--- src/rtl/mem_pkg.sv ---
// Shared memory-side types: size encodings and the store buffer entry layout.
package mem_pkg;
  localparam int XLEN = 32;

  localparam logic [1:0] MASK_BYTE = 2'b00;
  localparam logic [1:0] MASK_HALF = 2'b01;
  localparam logic [1:0] MASK_WORD = 2'b10;

  typedef struct packed {
    logic [XLEN-1:0] addr;
    logic [XLEN-1:0] data;
    logic [1:0]      maskmode;
    logic            valid;
  } sb_entry_t;
endpackage

--- src/rtl/store_buffer_if.sv ---
// Pipeline/memory bundle around the store buffer. The buffer is the slave.
interface store_buffer_if #(
  parameter int DATA_WIDTH = 32,
  parameter int DEPTH      = 4,
  parameter int PTR_W      = $clog2(DEPTH)
);
  logic                  st_valid;
  logic                  st_ready;
  logic [DATA_WIDTH-1:0] st_addr;
  logic [DATA_WIDTH-1:0] st_data;
  logic [1:0]            st_maskmode;
  logic                  ld_req;
  logic [DATA_WIDTH-1:0] ld_addr;
  logic [1:0]            ld_maskmode;
  logic                  ld_stall;
  logic                  mem_read;
  logic                  mem_write;
  logic [DATA_WIDTH-1:0] mem_address;
  logic [DATA_WIDTH-1:0] mem_write_data;
  logic [1:0]            mem_maskmode;
  logic                  sb_empty;
  logic [PTR_W:0]        sb_count;

  modport slave (
    input  st_valid, st_addr, st_data, st_maskmode, ld_req, ld_addr, ld_maskmode,
    output st_ready, ld_stall, mem_read, mem_write, mem_address, mem_write_data,
           mem_maskmode, sb_empty, sb_count
  );

  modport master (
    output st_valid, st_addr, st_data, st_maskmode, ld_req, ld_addr, ld_maskmode,
    input  st_ready, ld_stall, mem_read, mem_write, mem_address, mem_write_data,
           mem_maskmode, sb_empty, sb_count
  );
endinterface

--- src/rtl/store_buffer_match.sv ---
// Word-granular load address compare against every buffered entry.
module store_buffer_match #(
  parameter int DEPTH = 4,
  parameter int WW    = 30
) (
  input  logic [DEPTH-1:0][WW-1:0] entry_word,
  input  logic [DEPTH-1:0]         entry_valid,
  input  logic [WW-1:0]            ld_word,
  output logic                     hit
);
  logic [DEPTH-1:0] match;

  for (genvar g = 0; g < DEPTH; g++) begin : g_cmp
    assign match[g] = entry_valid[g] && (entry_word[g] == ld_word);
  end

  assign hit = |match;
endmodule

--- src/rtl/store_buffer.sv ---
// Store FIFO in front of data memory; loads own the port unless they hit a
// buffered word, in which case the load stalls and the buffer drains instead.
module store_buffer
  import mem_pkg::*;
#(
  parameter int DATA_WIDTH = XLEN,
  parameter int DEPTH      = 4,
  parameter int PTR_W      = $clog2(DEPTH)
) (
  input logic         clk,
  input logic         rst,
  store_buffer_if.slave bus
);
  localparam logic [PTR_W:0] FULL = (PTR_W+1)'(DEPTH);

  sb_entry_t [DEPTH-1:0]               entries;
  logic [PTR_W-1:0]                    wr_ptr, rd_ptr;
  logic [PTR_W:0]                      count;
  logic [DEPTH-1:0][DATA_WIDTH-3:0]    entry_word;
  logic [DEPTH-1:0]                    entry_valid;
  logic                                hit, hazard, drain, push;
  sb_entry_t                           head;

  // Flatten entries into the compare inputs
  always_comb begin
    entry_word  = '0;
    entry_valid = '0;
    for (int i = 0; i < DEPTH; i++) begin
      entry_word[i]  = entries[i].addr[DATA_WIDTH-1:2];
      entry_valid[i] = entries[i].valid;
    end
  end

  store_buffer_match #(.DEPTH(DEPTH), .WW(DATA_WIDTH-2)) u_match (
    .entry_word  (entry_word),
    .entry_valid (entry_valid),
    .ld_word     (bus.ld_addr[DATA_WIDTH-1:2]),
    .hit         (hit)
  );

  // Port arbitration: a load wins unless it hazards; a hazarding load lets
  // the buffer drain, so a stalled load can never deadlock the FIFO.
  always_comb begin
    head   = entries[rd_ptr];
    hazard = bus.ld_req && hit;
    drain  = (count != '0) && (!bus.ld_req || hazard);
    push   = bus.st_valid && bus.st_ready;

    bus.st_ready       = (count < FULL);
    bus.ld_stall       = hazard;
    bus.mem_read       = bus.ld_req && !hazard;
    bus.mem_write      = drain;
    bus.mem_address    = drain ? head.addr : bus.ld_addr;
    bus.mem_maskmode   = drain ? head.maskmode : bus.ld_maskmode;
    bus.mem_write_data = head.data;
    bus.sb_empty       = (count == '0);
    bus.sb_count       = count;
  end

  // FIFO state; entry payload is left unreset, only valid bits clear
  always_ff @(posedge clk) begin
    if (rst) begin
      wr_ptr <= '0;
      rd_ptr <= '0;
      count  <= '0;
      for (int i = 0; i < DEPTH; i++) entries[i].valid <= 1'b0;
    end else begin
      if (drain) begin
        entries[rd_ptr].valid <= 1'b0;
        rd_ptr                <= rd_ptr + PTR_W'(1);
      end
      if (push) begin
        entries[wr_ptr] <= '{addr: bus.st_addr, data: bus.st_data,
                             maskmode: bus.st_maskmode, valid: 1'b1};
        wr_ptr          <= wr_ptr + PTR_W'(1);
      end
      case ({push, drain})
        2'b10:   count <= count + (PTR_W+1)'(1);
        2'b01:   count <= count - (PTR_W+1)'(1);
        default: count <= count;
      endcase
    end
  end
endmodule

--- src/flat_wrapper.sv ---
// flat-port wrapper written by rule: the top's interface ports become plain ports
module store_buffer_flat import mem_pkg::*;
#(
  parameter int DATA_WIDTH = XLEN,
  parameter int DEPTH      = 4,
  parameter int PTR_W      = $clog2(DEPTH)
)
  (clk, rst, bus_st_valid, bus_st_addr, bus_st_data, bus_st_maskmode, bus_ld_req, bus_ld_addr, bus_ld_maskmode, bus_st_ready, bus_ld_stall, bus_mem_read, bus_mem_write, bus_mem_address, bus_mem_write_data, bus_mem_maskmode, bus_sb_empty, bus_sb_count);
  store_buffer_if #(.DATA_WIDTH(DATA_WIDTH), .DEPTH(DEPTH), .PTR_W(PTR_W)) bus_i ();
  input logic clk;
  input logic rst;
  input wire logic [$bits(bus_i.st_valid)-1:0] bus_st_valid;
  input wire logic [$bits(bus_i.st_addr)-1:0] bus_st_addr;
  input wire logic [$bits(bus_i.st_data)-1:0] bus_st_data;
  input wire logic [$bits(bus_i.st_maskmode)-1:0] bus_st_maskmode;
  input wire logic [$bits(bus_i.ld_req)-1:0] bus_ld_req;
  input wire logic [$bits(bus_i.ld_addr)-1:0] bus_ld_addr;
  input wire logic [$bits(bus_i.ld_maskmode)-1:0] bus_ld_maskmode;
  output wire logic [$bits(bus_i.st_ready)-1:0] bus_st_ready;
  output wire logic [$bits(bus_i.ld_stall)-1:0] bus_ld_stall;
  output wire logic [$bits(bus_i.mem_read)-1:0] bus_mem_read;
  output wire logic [$bits(bus_i.mem_write)-1:0] bus_mem_write;
  output wire logic [$bits(bus_i.mem_address)-1:0] bus_mem_address;
  output wire logic [$bits(bus_i.mem_write_data)-1:0] bus_mem_write_data;
  output wire logic [$bits(bus_i.mem_maskmode)-1:0] bus_mem_maskmode;
  output wire logic [$bits(bus_i.sb_empty)-1:0] bus_sb_empty;
  output wire logic [$bits(bus_i.sb_count)-1:0] bus_sb_count;
  assign bus_i.st_valid = bus_st_valid;
  assign bus_i.st_addr = bus_st_addr;
  assign bus_i.st_data = bus_st_data;
  assign bus_i.st_maskmode = bus_st_maskmode;
  assign bus_i.ld_req = bus_ld_req;
  assign bus_i.ld_addr = bus_ld_addr;
  assign bus_i.ld_maskmode = bus_ld_maskmode;
  assign bus_st_ready = bus_i.st_ready;
  assign bus_ld_stall = bus_i.ld_stall;
  assign bus_mem_read = bus_i.mem_read;
  assign bus_mem_write = bus_i.mem_write;
  assign bus_mem_address = bus_i.mem_address;
  assign bus_mem_write_data = bus_i.mem_write_data;
  assign bus_mem_maskmode = bus_i.mem_maskmode;
  assign bus_sb_empty = bus_i.sb_empty;
  assign bus_sb_count = bus_i.sb_count;
  store_buffer #(.DATA_WIDTH(DATA_WIDTH), .DEPTH(DEPTH), .PTR_W(PTR_W)) u_core (.clk(clk), .rst(rst), .bus(bus_i));
endmodule
--- config.mk ---
export PLATFORM = sky130hd
export DESIGN_NAME = store_buffer_flat
export DESIGN_NICKNAME = d
export VERILOG_FILES = /design/src/rtl/mem_pkg.sv /design/src/rtl/store_buffer_if.sv /design/src/rtl/store_buffer_match.sv /design/src/rtl/store_buffer.sv /design/src/flat_wrapper.sv
export SDC_FILE = /design/constraint.sdc
export NUM_CORES = 1
export LEC_CHECK = 0
export CAP_MARGIN = 25
export CORE_UTILIZATION = 49
export CTS_BUF_LIST = sky130_fd_sc_hd__clkbuf_8 sky130_fd_sc_hd__clkbuf_16
export DETAILED_ROUTE_END_ITERATION = 8
export PLACE_DENSITY = 0.8
export RECOVER_POWER = 100
export REMOVE_ABC_BUFFERS = 1
export SLEW_MARGIN = 20
export SYNTH_ARGS = -nofsm -noshare
export SYNTH_HDL_FRONTEND = slang
export SYNTH_SLANG_ARGS = --single-unit
--- constraint.sdc ---
create_clock -name clk -period 9.3 [get_ports clk]
set_clock_uncertainty 0.15 [all_clocks]
set_input_delay 1.395 -clock clk [delete_from_list [all_inputs] [get_ports clk]]
set_output_delay 1.395 -clock clk [all_outputs]
set_load 0.01 [all_outputs]
==> flow_summary.html <==
<table>
<tr><th>Metric</th><th>Value</th></tr>
<tr><th colspan="2">Critical path</th></tr>
<tr><td>Critical path class</td><td>primary input to output port</td></tr>
<tr><td>CP startpoint</td><td>bus_ld_addr[6]</td></tr>
<tr><td>Reg-to-reg setup timing slack</td><td>2940 ps</td></tr>
<tr><td>Reg-to-reg critical path startpoint</td><td>u_core.bus.sb_count[2]</td></tr>
<tr><td>Crit path max-delay cell type</td><td>a31oi_1</td></tr>
<tr><td>Last element of the critical path</td><td>bus_mem_address[4]</td></tr>
<tr><td>Worst R2R End</td><td>u_core.entries[260]</td></tr>
<tr><td>Number of buffers and inverters on the critical path</td><td>3</td></tr>
<tr><td>Critical path peak fanout</td><td>17</td></tr>
<tr><td>Signal arrival time at the worst endpoint</td><td>6240 ps</td></tr>
<tr><td>Biggest cell delay along the critical path</td><td>roughly 1600 ps</td></tr>
<tr><td>Reg2reg path depth</td><td>5</td></tr>
<tr><td>Worst-path cell chain</td><td>dlygate4sd3_1 &gt; xnor2_1 &gt; nand4_1 &gt; nor4_1 &gt; a22oi_1 &gt; a31oi_1 &gt; buf_4 &gt; mux2_2 &gt; clkdlybuf4s50_1</td></tr>
<tr><td>Data required time of the worst path</td><td>7760 ps</td></tr>
<tr><td>Worst Setup Start Kind</td><td>primary input</td></tr>
<tr><td>Number of cells on the critical path</td><td>9</td></tr>
<tr><td>Endpoint type of the worst setup path</td><td>output port</td></tr>
<tr><td>Cell family contributing the most delay on the critical path</td><td>compound AO/OA/AOI/OAI gates</td></tr>
<tr><th colspan="2">Die</th></tr>
<tr><td>Number of placement rows</td><td>62</td></tr>
<tr><td>Starting density of the core</td><td>50.16%</td></tr>
<tr><td>Area enclosed by the die boundary</td><td>0.03031 mm²</td></tr>
<tr><td>Number of ports placed on the die boundary</td><td>178</td></tr>
<tr><td>Chip height</td><td>174.1 µm</td></tr>
<tr><td>Die X</td><td>174.1 µm</td></tr>
<tr><td>Placeable core region</td><td>0.02894 mm²</td></tr>
<tr><th colspan="2">Cells and area</th></tr>
<tr><td>Final net count</td><td>1257</td></tr>
<tr><td>Final core utilization</td><td>59.68%</td></tr>
<tr><td>Combined flip-flop and latch cell area</td><td>0.008155 mm²</td></tr>
<tr><td>Area Growth Syn to Fin</td><td>18.97%</td></tr>
<tr><td>Multi-input logic area</td><td>0.005731 mm²</td></tr>
<tr><td>Fill count</td><td>roughly 2200</td></tr>
<tr><td>Share of post-route cells with drive strength above 1</td><td>approximately 15%</td></tr>
<tr><th colspan="2">Pwr</th></tr>
<tr><td>Worst vdd rail ir drop</td><td>0.2200 mV</td></tr>
<tr><td>P per Cell Area</td><td>approximately 240 mW/mm²</td></tr>
<tr><td>Lkg Pwr</td><td>6.271 nW</td></tr>
<tr><th colspan="2">Placement</th></tr>
<tr><td>Gpl congestion</td><td>0.9727</td></tr>
<tr><td>Count of port buffers added during placement</td><td>177</td></tr>
<tr><td>Estimated wirelength of the detail-placed design</td><td>between 20000 and 25000 µm</td></tr>
<tr><th colspan="2">Timing</th></tr>
<tr><td>Timing-limited maximum frequency</td><td>~130 MHz</td></tr>
<tr><td>Min cycle time layout</td><td>7786 ps</td></tr>
<tr><td>Final Hold Vio Count</td><td>0</td></tr>
<tr><td>Number of max-slew violations in the final report</td><td>~410</td></tr>
<tr><td>Final-report setup violation count</td><td>0</td></tr>
<tr><td>Least-Margin Pin Slew</td><td>4638 ps</td></tr>
<tr><td>Worst slew margin</td><td>-209.2%</td></tr>
<tr><td>Setup repair after global routing missed its margin</td><td>no</td></tr>
<tr><td>Final cycle utilization of the critical path</td><td>83.72%</td></tr>
<tr><td>WHS</td><td>around 360 ps</td></tr>
<tr><th colspan="2">Synth</th></tr>
<tr><td>Synth area leader</td><td>edfxtp_1</td></tr>
<tr><td>Count of flip-flops with a built-in enable after synthesis</td><td>264</td></tr>
<tr><td>Post-Synthesis Cells</td><td>1031</td></tr>
<tr><td>Top-area cell type share of the netlist area</td><td>54.62%</td></tr>
<tr><td>Post-synthesis area per instance</td><td>14.08 µm²</td></tr>
<tr><td>Sequential cell area fraction in the yosys report</td><td>56.14%</td></tr>
<tr><td>Synthesized cell area</td><td>~0.015 mm²</td></tr>
<tr><td>#FFs+latches synth</td><td>275</td></tr>
<tr><td>Cell types with the highest counts after synthesis</td><td>264 x and3_1, 264 x edfxtp_1, 120 x xnor2_1</td></tr>
<tr><td>Synth Warn #</td><td>0</td></tr>
<tr><td>Post-synthesis cell type count</td><td>39</td></tr>
<tr><td>Predominant post-synthesis flop cell</td><td>edfxtp_1</td></tr>
<tr><td>Synth area leaders</td><td>edfxtp_1 55%, and3_1 11%, mux4_2 10%</td></tr>
<tr><td>Share of async-settable or async-resettable flops after synthesis</td><td>0%</td></tr>
<tr><th colspan="2">Clocking</th></tr>
<tr><td>Clk pin slew, worst setup/hold paths</td><td>60 ps</td></tr>
<tr><td>H-tree depth</td><td>1</td></tr>
<tr><td>Clock latency of the later-clocked register in the worst-skew pair</td><td>570 ps</td></tr>
<tr><td>Maximum number of buffers from clock root to sink</td><td>3</td></tr>
<tr><td>Quantity of hold-fixing buffers added after cts</td><td>0</td></tr>
<tr><td>Total clock buffers created by CTS</td><td>28</td></tr>
<tr><td>Resized cells post-CTS</td><td>0</td></tr>
<tr><td>Master cell of the clock root buffer</td><td>clkbuf_16</td></tr>
<tr><td># Post-CTS Setup Buffers</td><td>0</td></tr>
<tr><td>Number of sinks on the clock net</td><td>275</td></tr>
<tr><td>CTS tree</td><td>yes</td></tr>
<tr><th colspan="2">Global routing</th></tr>
<tr><td>Number of global-route vias before repair</td><td>9533</td></tr>
<tr><td>Largest net degree at the start of global routing</td><td>148</td></tr>
<tr><td>Wire length of the first global-routing pass</td><td>58500 µm</td></tr>
<tr><td>All-layer global routing usage</td><td>25.73%</td></tr>
<tr><td>Antenna violations before repair</td><td>6</td></tr>
<tr><td>Overflow after GRT</td><td>0</td></tr>
<tr><th colspan="2">Detailed routing</th></tr>
<tr><td>Total Wirelength</td><td>39360 µm</td></tr>
<tr><td>Via total after detailed routing</td><td>9605</td></tr>
<tr><td>Ratio of routed vias to standard cells</td><td>6.201</td></tr>
<tr><td>Average wire per cell in the routed design</td><td>25.41 µm</td></tr>
<tr><td>Iteration-0 DRC count of the detailed router</td><td>1142</td></tr>
<tr><td>Post-detailed-route DRC marker count</td><td>0</td></tr>
<tr><td>Number of antenna-violating nets in the routed design</td><td>0</td></tr>
<tr><td>Length of the first detailed-routing pass in iterations</td><td>7</td></tr>
<tr><th colspan="2">Job</th></tr>
<tr><td>Max-capacitance violation count</td><td>6</td></tr>
<tr><th colspan="2">Min path</th></tr>
<tr><td>Hold/Removal Path Class</td><td>register to register</td></tr>
<tr><th colspan="2">Status</th></tr>
<tr><td>Failing checks</td><td>max-capacitance violations, max-slew violations</td></tr>
<tr><td>Status</td><td>complete, but fails checks</td></tr>
</table>
## logic make-up after synthesis
group / after synthesis / synth area share (%)
AO/OA/AOI/OAI: 26 / 1.397
XOR/XNOR: 123 / 7.474
multiplexers: 100 / 13.63
buffers and inverters: 126 / 4.457
AND/OR/NAND/NOR: 371 / 15.99
adder cells (fa/ha/maj): 10 / 0.9138
flip-flops: 275 / 56.14
## power by group
part	total [mW]	internal, mW	switching (mW)
logic	1.38	0.687	0.692
registers	1.57	1.48	0.0836
clock network	1.17	0.686	0.482
total	4.11	2.86	1.26
## worst min-delay path by stage
stage	slack [ps]	start	cells past startpoint	endpoint
5_1_grt	360	u_core.entries[0]	2	u_core.entries[0]
3_3_place_gp	330	u_core.entries[67]	2	u_core.entries[67]
3_5_place_dp	330	u_core.entries[0]	2	u_core.entries[0]
2_1_floorplan	290	u_core.entries[0]	2	u_core.entries[0]
4_1_cts	340	u_core.entries[0]	2	u_core.entries[0]
6_report	360	u_core.entries[134]	2	u_core.entries[134]
## routing by layer
metal / vias up / wire (µm) / track usage (%)
met5: - / 42 / 0
met2: 485 / 18910 / 42.12
met3: 81 / 3558 / 5.752
met4: 6 / 1180 / 7.602
met1: 4824 / 15670 / 34.43
li1: 4209 / - / -
## cell type report
cell class / count / area share (%)
Antenna cell: 1 / 0.01449
Tap cell: 384 / 2.782
Clock buffer: 28 / 4.058
Timing Repair Buffer: 192 / 10.93
Inverter: 16 / 0.3478
Clock inverter: 23 / 1.456
Sequential cell: 275 / 47.23
Multi-Input combinational cell: 630 / 33.19
## flip-flops by register name, summed over array words and instances (netlist names)
signal	count
u_core.bus.sb_count	3
u_core.entries	268
u_core.rd_ptr	2
u_core.wr_ptr	2
## through the flow
stage | cells | TNS (ps) | setup slack [ps] | power [mW] | instance area [µm²]
finish | 1549 | 0 | 1514 | 4.113 | 17270
global placement | 1495 | 0 | 2233 | 2.963 | 16330
floorplan | 921 | -547280 | -2073 | 2.394 | 13930
global route | 1549 | 0 | 1251 | 4.260 | 17270
CTS | 1548 | 0 | 2596 | 4.143 | 17330
detailed placement | 1497 | 0 | 2602 | 2.984 | 16380
## worst min-delay path: stages, from the launching register on
cell      delay, ps
dfxtp_1         340
inv_1            60
a211oi_1         60
## cells in the final DEF, fill, tap and decap left out, drive strengths merged, types with 17 or more instances in the layout
cell             n
and3           264
edfxtp         264
xnor2          121
clkdlybuf4s50  118
mux4            66
dlygate4sd3     59
nand4           56
mux2            34
clkbuf          33
inv             21
nor4            17
(Power assumes the default switching activity.)
